`src/rtl/pe_pkg.sv`:
```
// Shared PE definitions: default spad geometry and the spad control state
// encoding used by the weight, ifmap and psum scratchpads.
package pe_pkg;

  localparam int DATA_W_DEF = 8;
  localparam int DEPTH_DEF  = 64;

  typedef enum logic [1:0] {
    SPAD_IDLE  = 2'd0,
    SPAD_FILL  = 2'd1,
    SPAD_READY = 2'd2
  } spad_state_t;

endpackage

```
`src/rtl/spad_mem.sv`:
```
// DEPTH x DATA_W storage with one write port and one registered read port.
// Kept free of reset so a hard memory macro can replace it directly.
module spad_mem #(
  parameter int DATA_W = 8,
  parameter int DEPTH  = 64,
  parameter int ADDR_W = $clog2(DEPTH)
) (
  input  logic              clk,
  input  logic              we,
  input  logic [ADDR_W-1:0] waddr,
  input  logic [DATA_W-1:0] wdata,
  input  logic              re,
  input  logic [ADDR_W-1:0] raddr,
  output logic [DATA_W-1:0] rdata
);

  logic [DATA_W-1:0] mem [DEPTH];

  always_ff @(posedge clk) begin
    if (we) begin
      mem[waddr] <= wdata;
    end
    if (re) begin
      rdata <= mem[raddr];
    end
  end

endmodule

```
`src/rtl/weight_spad_seq.sv`:
```
// Weight scratchpad: burst fill over valid/ready, then registered random or
// wrapping sequential reads over the loaded filter length.
module weight_spad_seq
  import pe_pkg::*;
#(
  parameter  int DATA_W = DATA_W_DEF,
  parameter  int DEPTH  = DEPTH_DEF,
  localparam int ADDR_W = $clog2(DEPTH)
) (
  input  logic              clk,
  input  logic              rst_n,
  input  logic              start_fill,
  input  logic              fill_valid,
  input  logic [DATA_W-1:0] fill_data,
  input  logic              fill_last,
  output logic              fill_ready,
  input  logic              rd_en,
  input  logic              rd_seq,
  input  logic [ADDR_W-1:0] rd_addr,
  output logic              rd_valid,
  output logic [DATA_W-1:0] rd_data,
  output logic              rd_wrap,
  output logic [ADDR_W:0]   count,
  output logic              loaded
);

  spad_state_t       state_reg, state_next;
  logic [ADDR_W-1:0] wr_ptr_reg, rd_ptr_reg;
  logic [ADDR_W:0]   count_reg;
  logic              rd_valid_reg, rd_wrap_reg, zero_reg;
  logic [DATA_W-1:0] mem_q;

  logic              beat, rd_accept, last_entry, count_full, oob;
  logic [ADDR_W-1:0] mem_raddr;

  assign beat       = (state_reg == SPAD_FILL) && fill_valid && !start_fill;
  assign rd_accept  = (state_reg == SPAD_READY) && rd_en && !start_fill;
  assign last_entry = ({1'b0, rd_ptr_reg} == (count_reg - (ADDR_W+1)'(1)));
  assign count_full = ((count_reg + (ADDR_W+1)'(1)) == (ADDR_W+1)'(DEPTH));
  assign oob        = ({1'b0, rd_addr} >= count_reg);
  assign mem_raddr  = rd_seq ? rd_ptr_reg : rd_addr;

  always_ff @(posedge clk or negedge rst_n) begin
    if (!rst_n) begin
      state_reg <= SPAD_IDLE;
    end else begin
      state_reg <= state_next;
    end
  end

  always_comb begin
    state_next = state_reg;
    fill_ready = 1'b0;
    loaded     = 1'b0;
    case (state_reg)
      SPAD_IDLE: begin
        if (start_fill) state_next = SPAD_FILL;
      end
      SPAD_FILL: begin
        fill_ready = 1'b1;
        if (start_fill) begin
          state_next = SPAD_FILL;
        end else if (beat && (fill_last || count_full)) begin
          state_next = SPAD_READY;
        end
      end
      SPAD_READY: begin
        loaded = 1'b1;
        if (start_fill) state_next = SPAD_FILL;
      end
      default: state_next = SPAD_IDLE;
    endcase
  end

  always_ff @(posedge clk or negedge rst_n) begin
    if (!rst_n) begin
      wr_ptr_reg <= '0;
      rd_ptr_reg <= '0;
      count_reg  <= '0;
    end else if (start_fill) begin
      wr_ptr_reg <= '0;
      rd_ptr_reg <= '0;
      count_reg  <= '0;
    end else if (beat) begin
      wr_ptr_reg <= wr_ptr_reg + ADDR_W'(1);
      count_reg  <= count_reg + (ADDR_W+1)'(1);
    end else if (rd_accept && rd_seq) begin
      rd_ptr_reg <= last_entry ? '0 : rd_ptr_reg + ADDR_W'(1);
    end
  end

  // zero_reg masks the raw memory output: it covers out-of-range random
  // reads and the unwritten array after reset, and only changes on a read.
  always_ff @(posedge clk or negedge rst_n) begin
    if (!rst_n) begin
      rd_valid_reg <= 1'b0;
      rd_wrap_reg  <= 1'b0;
      zero_reg     <= 1'b1;
    end else begin
      rd_valid_reg <= rd_accept;
      rd_wrap_reg  <= rd_accept && rd_seq && last_entry;
      if (rd_accept) begin
        zero_reg <= !rd_seq && oob;
      end
    end
  end

  spad_mem #(
    .DATA_W(DATA_W),
    .DEPTH (DEPTH),
    .ADDR_W(ADDR_W)
  ) u_mem (
    .clk  (clk),
    .we   (beat),
    .waddr(wr_ptr_reg),
    .wdata(fill_data),
    .re   (rd_accept),
    .raddr(mem_raddr),
    .rdata(mem_q)
  );

  assign rd_valid = rd_valid_reg;
  assign rd_wrap  = rd_wrap_reg;
  assign rd_data  = zero_reg ? '0 : mem_q;
  assign count    = count_reg;

endmodule

```
`config.mk`:
```
export PLATFORM = sky130hd
export DESIGN_NAME = weight_spad_seq
export DESIGN_NICKNAME = d
export VERILOG_FILES = /design/src/rtl/pe_pkg.sv /design/src/rtl/spad_mem.sv /design/src/rtl/weight_spad_seq.sv
export SDC_FILE = /design/constraint.sdc
export NUM_CORES = 1
export LEC_CHECK = 0
export CAP_MARGIN = 20
export CORE_MARGIN = 1.5
export CORE_UTILIZATION = 40
export CTS_BUF_LIST = sky130_fd_sc_hd__clkbuf_16
export DETAILED_ROUTE_END_ITERATION = 8
export HOLD_SLACK_MARGIN = 0.12
export PLACE_DENSITY = 0.67
export REMOVE_ABC_BUFFERS = 1
export SKIP_LAST_GASP = 1
export SYNTH_ARGS = -nofsm -noshare
export SYNTH_HDL_FRONTEND = slang
export SYNTH_HIERARCHICAL = 1
export SYNTH_SLANG_ARGS = --single-unit
export TNS_END_PERCENT = 10
```
`constraint.sdc`:
```
create_clock -name clk -period 2.35 [get_ports clk]
set_input_delay 0.47 -clock clk [delete_from_list [all_inputs] [get_ports clk]]
set_output_delay 0.47 -clock clk [all_outputs]
set_load 0.02 [all_outputs]
```
==> impl_metrics.yaml <==
sta:
  max_freq_mhz: 391.0
  setup_slack_ns: -0.2075
  period_needed_ns: 2.558
  finalCritPeriodShare: 1.088
  skew_ns: 0.01316
  final-hold-violation-count: 0
  rsz0062_at_grt: "true"
  max-slew-margin-rel: 0.5434
  slew_viol_final: 0
  setup_viol: 8
  worstMarginPinSlew_ns: 0.6849
power:
  p_seq_frac: 0.500
  pwr-share-comb: 0.075
  peakVddDrop_mv: 0.5375
  clkPwrFrac: 0.425
  intPower_uw: 16830
  switching_share: 0.2129
  power.leakage_uw: 0.008802
  p_per_area_nw_per_um2: 798.8
  switching_power_uw: 4551
die:
  die_y_um: 237.4
  die_area_um2: 56380
  die_x_um: 237.4
  ioPinCount: 40
  core-area_um2: 54030
  rows: 85
  start_util: 0.4069
clocking:
  htreeDepth: 2
  cts_tree: "built"
  clk_latency_ns: 0.61
  root_buffer: "clkbuf_16"
  path_clk_slew_ns: 0.06
  clock_path_buffers: 3
  clkSinkCount: 544
  cts_buffers: 55
setup_path:
  crit_family: "multiplexers"
  critPathLaunchType: "register"
  cp.required_ns: 2.71
  cp_max_fo: 5
  crit_buf_inv: 2
  cp_common_cell: "mux4_2"
  r2r_slack_ns: -0.21
  cp.arrival_ns: 2.92
  path_cells: "nand2_2, o21ai_4, clkbuf_16, buf_12, mux4_2, mux4_2, nor2_2, nor3_2, o2bb2ai_1"
  critPathCaptureType: "register"
  slowest_delay_ns: 0.53
  r2r_cells: 9
  path_class: "register to register"
  r2r-end: "u_mem/rdata[0]$_DFFE_PP_"
  r2r_start: "rd_ptr_reg[0]$_DFFE_PN0P_"
  cp_slowest_cell: "mux4_2"
final_layout:
  largest_reg_flops: 512
  multi_input_area_um2: 5473
  n_fill_cell: 4311
  finalNetCount: 1405
  design_area_um2: 26760
  post-route-util: 0.4954
  final_layout_size_suffix_gt1_frac: 0.3383
  seqCellArea_um2: 16220
  area_delta_synth_final_pct: 21.73
yosys:
  post-synth-top-count-cell: "edfxtp_1"
  syn_area_um2: 21980
  yosysTopAreaCell: "edfxtp_1"
  synthFlopType: "edfxtp_1"
  seq_area_frac_synth: 0.7376
  synth_seq_cells: 544
  synthArstFlopShare: 0.04412
  postSynthCellCount: 1134
  ys_warn_count: 6
  synth.top_cell.area_share: 0.7103
  synthTopCellsByArea: "edfxtp_1 (71%), mux4_2 (13%), dfrtp_1 (2.6%)"
  ys_types: 59
  synth_commonest_cells: "edfxtp_1 (520), mux4_2 (126), nor2_1 (99)"
  syn_avg_cell_area_um2: 19.39
  synth_edf_count: 520
drt:
  drt_iter0_drc: 1137
  wl_per_cell_um: 24.38
  num_vias: 11740
  finalWirelength_um: 51520
  drtAntennaViolNets: 0
  vias_per_cell: 5.555
  route.detailed.drc: 0
  first_pass_iters: 6
min_path:
  hold_class: "input pin to async pin"
placed_design:
  port_buffers: 39
  post_dp_cell_area_um2: 24590
  place_hpwl_um: 32880
  place.gp.congestion: 0.8618
global_route:
  grt_usage: 0.1856
  grt_max_degree: 65
  grt_pass1_wl_um: 77070
  overflow: 0
  grt_pass1_vias: 12150
  antenna_found_initial: 0
status:
  violations: "negative setup slack"
  status: "complete, but fails checks"
flow_run:
  max_cap_violations: 0
## cell families (layout without fill, tap and decap cells)
kind of cell / after synthesis / count (layout) / synth area share
simple gates: 234 / 234 / 0.05060
other cells: 0 / 1 / 0
mux: 167 / 167 / 0.1488
buf+inv: 72 / 354 / 0.01895
flops: 544 / 544 / 0.7376
fa+ha+maj: 10 / 10 / 0.005691
compound gates: 86 / 86 / 0.02999
xor+xnor: 21 / 21 / 0.008366
## worst max path at each step
stage	from	end	slack, ns	cells after the start
after global placement	rd_seq	u_mem/rdata[3]$_DFFE_PP_	-1.11	11
final	rd_ptr_reg[0]$_DFFE_PN0P_	u_mem/rdata[0]$_DFFE_PP_	-0.21	9
after detailed placement	rd_seq	u_mem/rdata[3]$_DFFE_PP_	-1.09	11
after CTS	rd_addr[0]	u_mem/rdata[0]$_DFFE_PP_	-0.21	10
after global routing	rd_ptr_reg[0]$_DFFE_PN0P_	u_mem/rdata[0]$_DFFE_PP_	-0.25	9
after floorplan	rd_addr[0]	u_mem/rdata[6]$_DFFE_PP_	-16.03	7
## per-stage QoR
step           hold WS [ns]  worst slack [ns]  instances  TNS (ns)  power (uW)
4_1_cts              0.2261           -0.2115       2107    -1.591       21500
3_3_place_gp         0.5507            -1.108       2004    -58.80       12390
2_1_floorplan        0.1744            -16.03       1071   -127.81       11780
5_1_grt              0.2454           -0.2509       2112    -2.770       22020
6_report             0.2458           -0.2075       2113    -1.202       21380
3_5_place_dp         0.5588            -1.089       2004    -58.68       12420
## timing repair
item                       in CTS  in global routing
gates resized for setup        11                 25
pin swaps                       1                  3
hold buffers                    0                  0
setup buffers                   3                  4
setup endpoints to repair      12                 27
cloned                          1                  3
## metal layers
layer  share of wire  vias up  GRT usage
met1            0.42     6056     0.2565
met3           0.079       97    0.04007
met4           0.025        0    0.05134
met2            0.47      485     0.2988
li1                -     5099          -
met5               0        -          0
## power by group through the flow
stage / clock network [uW] / logic, uW / registers [uW]
final: 9090 / 1600 / 10700
after global routing: 9640 / 1700 / 10700
after CTS: 9250 / 1560 / 10700
after detailed placement: 0 / 1530 / 10900
after global placement: 0 / 1490 / 10900
after floorplan: 0 / 881 / 10900
## placed cells by master (no fill, tap or decap), types with 4 or more instances in the layout
cell	netlist	routed
edfxtp_1	520	520
buf_4	13	177
mux4_2	126	126
nor2_1	99	95
clkbuf_16	0	59
nand2_1	37	36
clkdlybuf4s50_1	0	29
nor2b_1	25	25
dfrtp_1	23	23
mux2i_1	23	23
buf_12	2	22
clkinv_2	0	16
mux2_2	18	15
nor3_1	18	15
nand3_1	16	15
inv_1	9	12
xor2_1	11	11
nand2b_1	10	10
xnor2_1	10	10
ha_1	10	10
bufinv_16	0	10
a21oi_1	9	9
nand4_1	8	8
buf_2	16	8
a211oi_1	8	7
clkinv_1	0	6
o22ai_1	8	6
a221oi_1	6	6
nand3b_1	5	5
o21ai_1	4	5
o221ai_1	8	5
nor2_2	0	4
## final cells by class
type / count / area share
Clock inverter: 43 / 0.01809
Sequential cell: 544 / 0.6059
Timing Repair Buffer: 246 / 0.08523
Clock buffer: 56 / 0.05236
Inverter: 9 / 0.001262
Multi-Input combinational cell: 518 / 0.2045
Antenna cell: 1 / 0.00009350
Tap cell: 696 / 0.03254
Power figures use the tool's default switching activity.
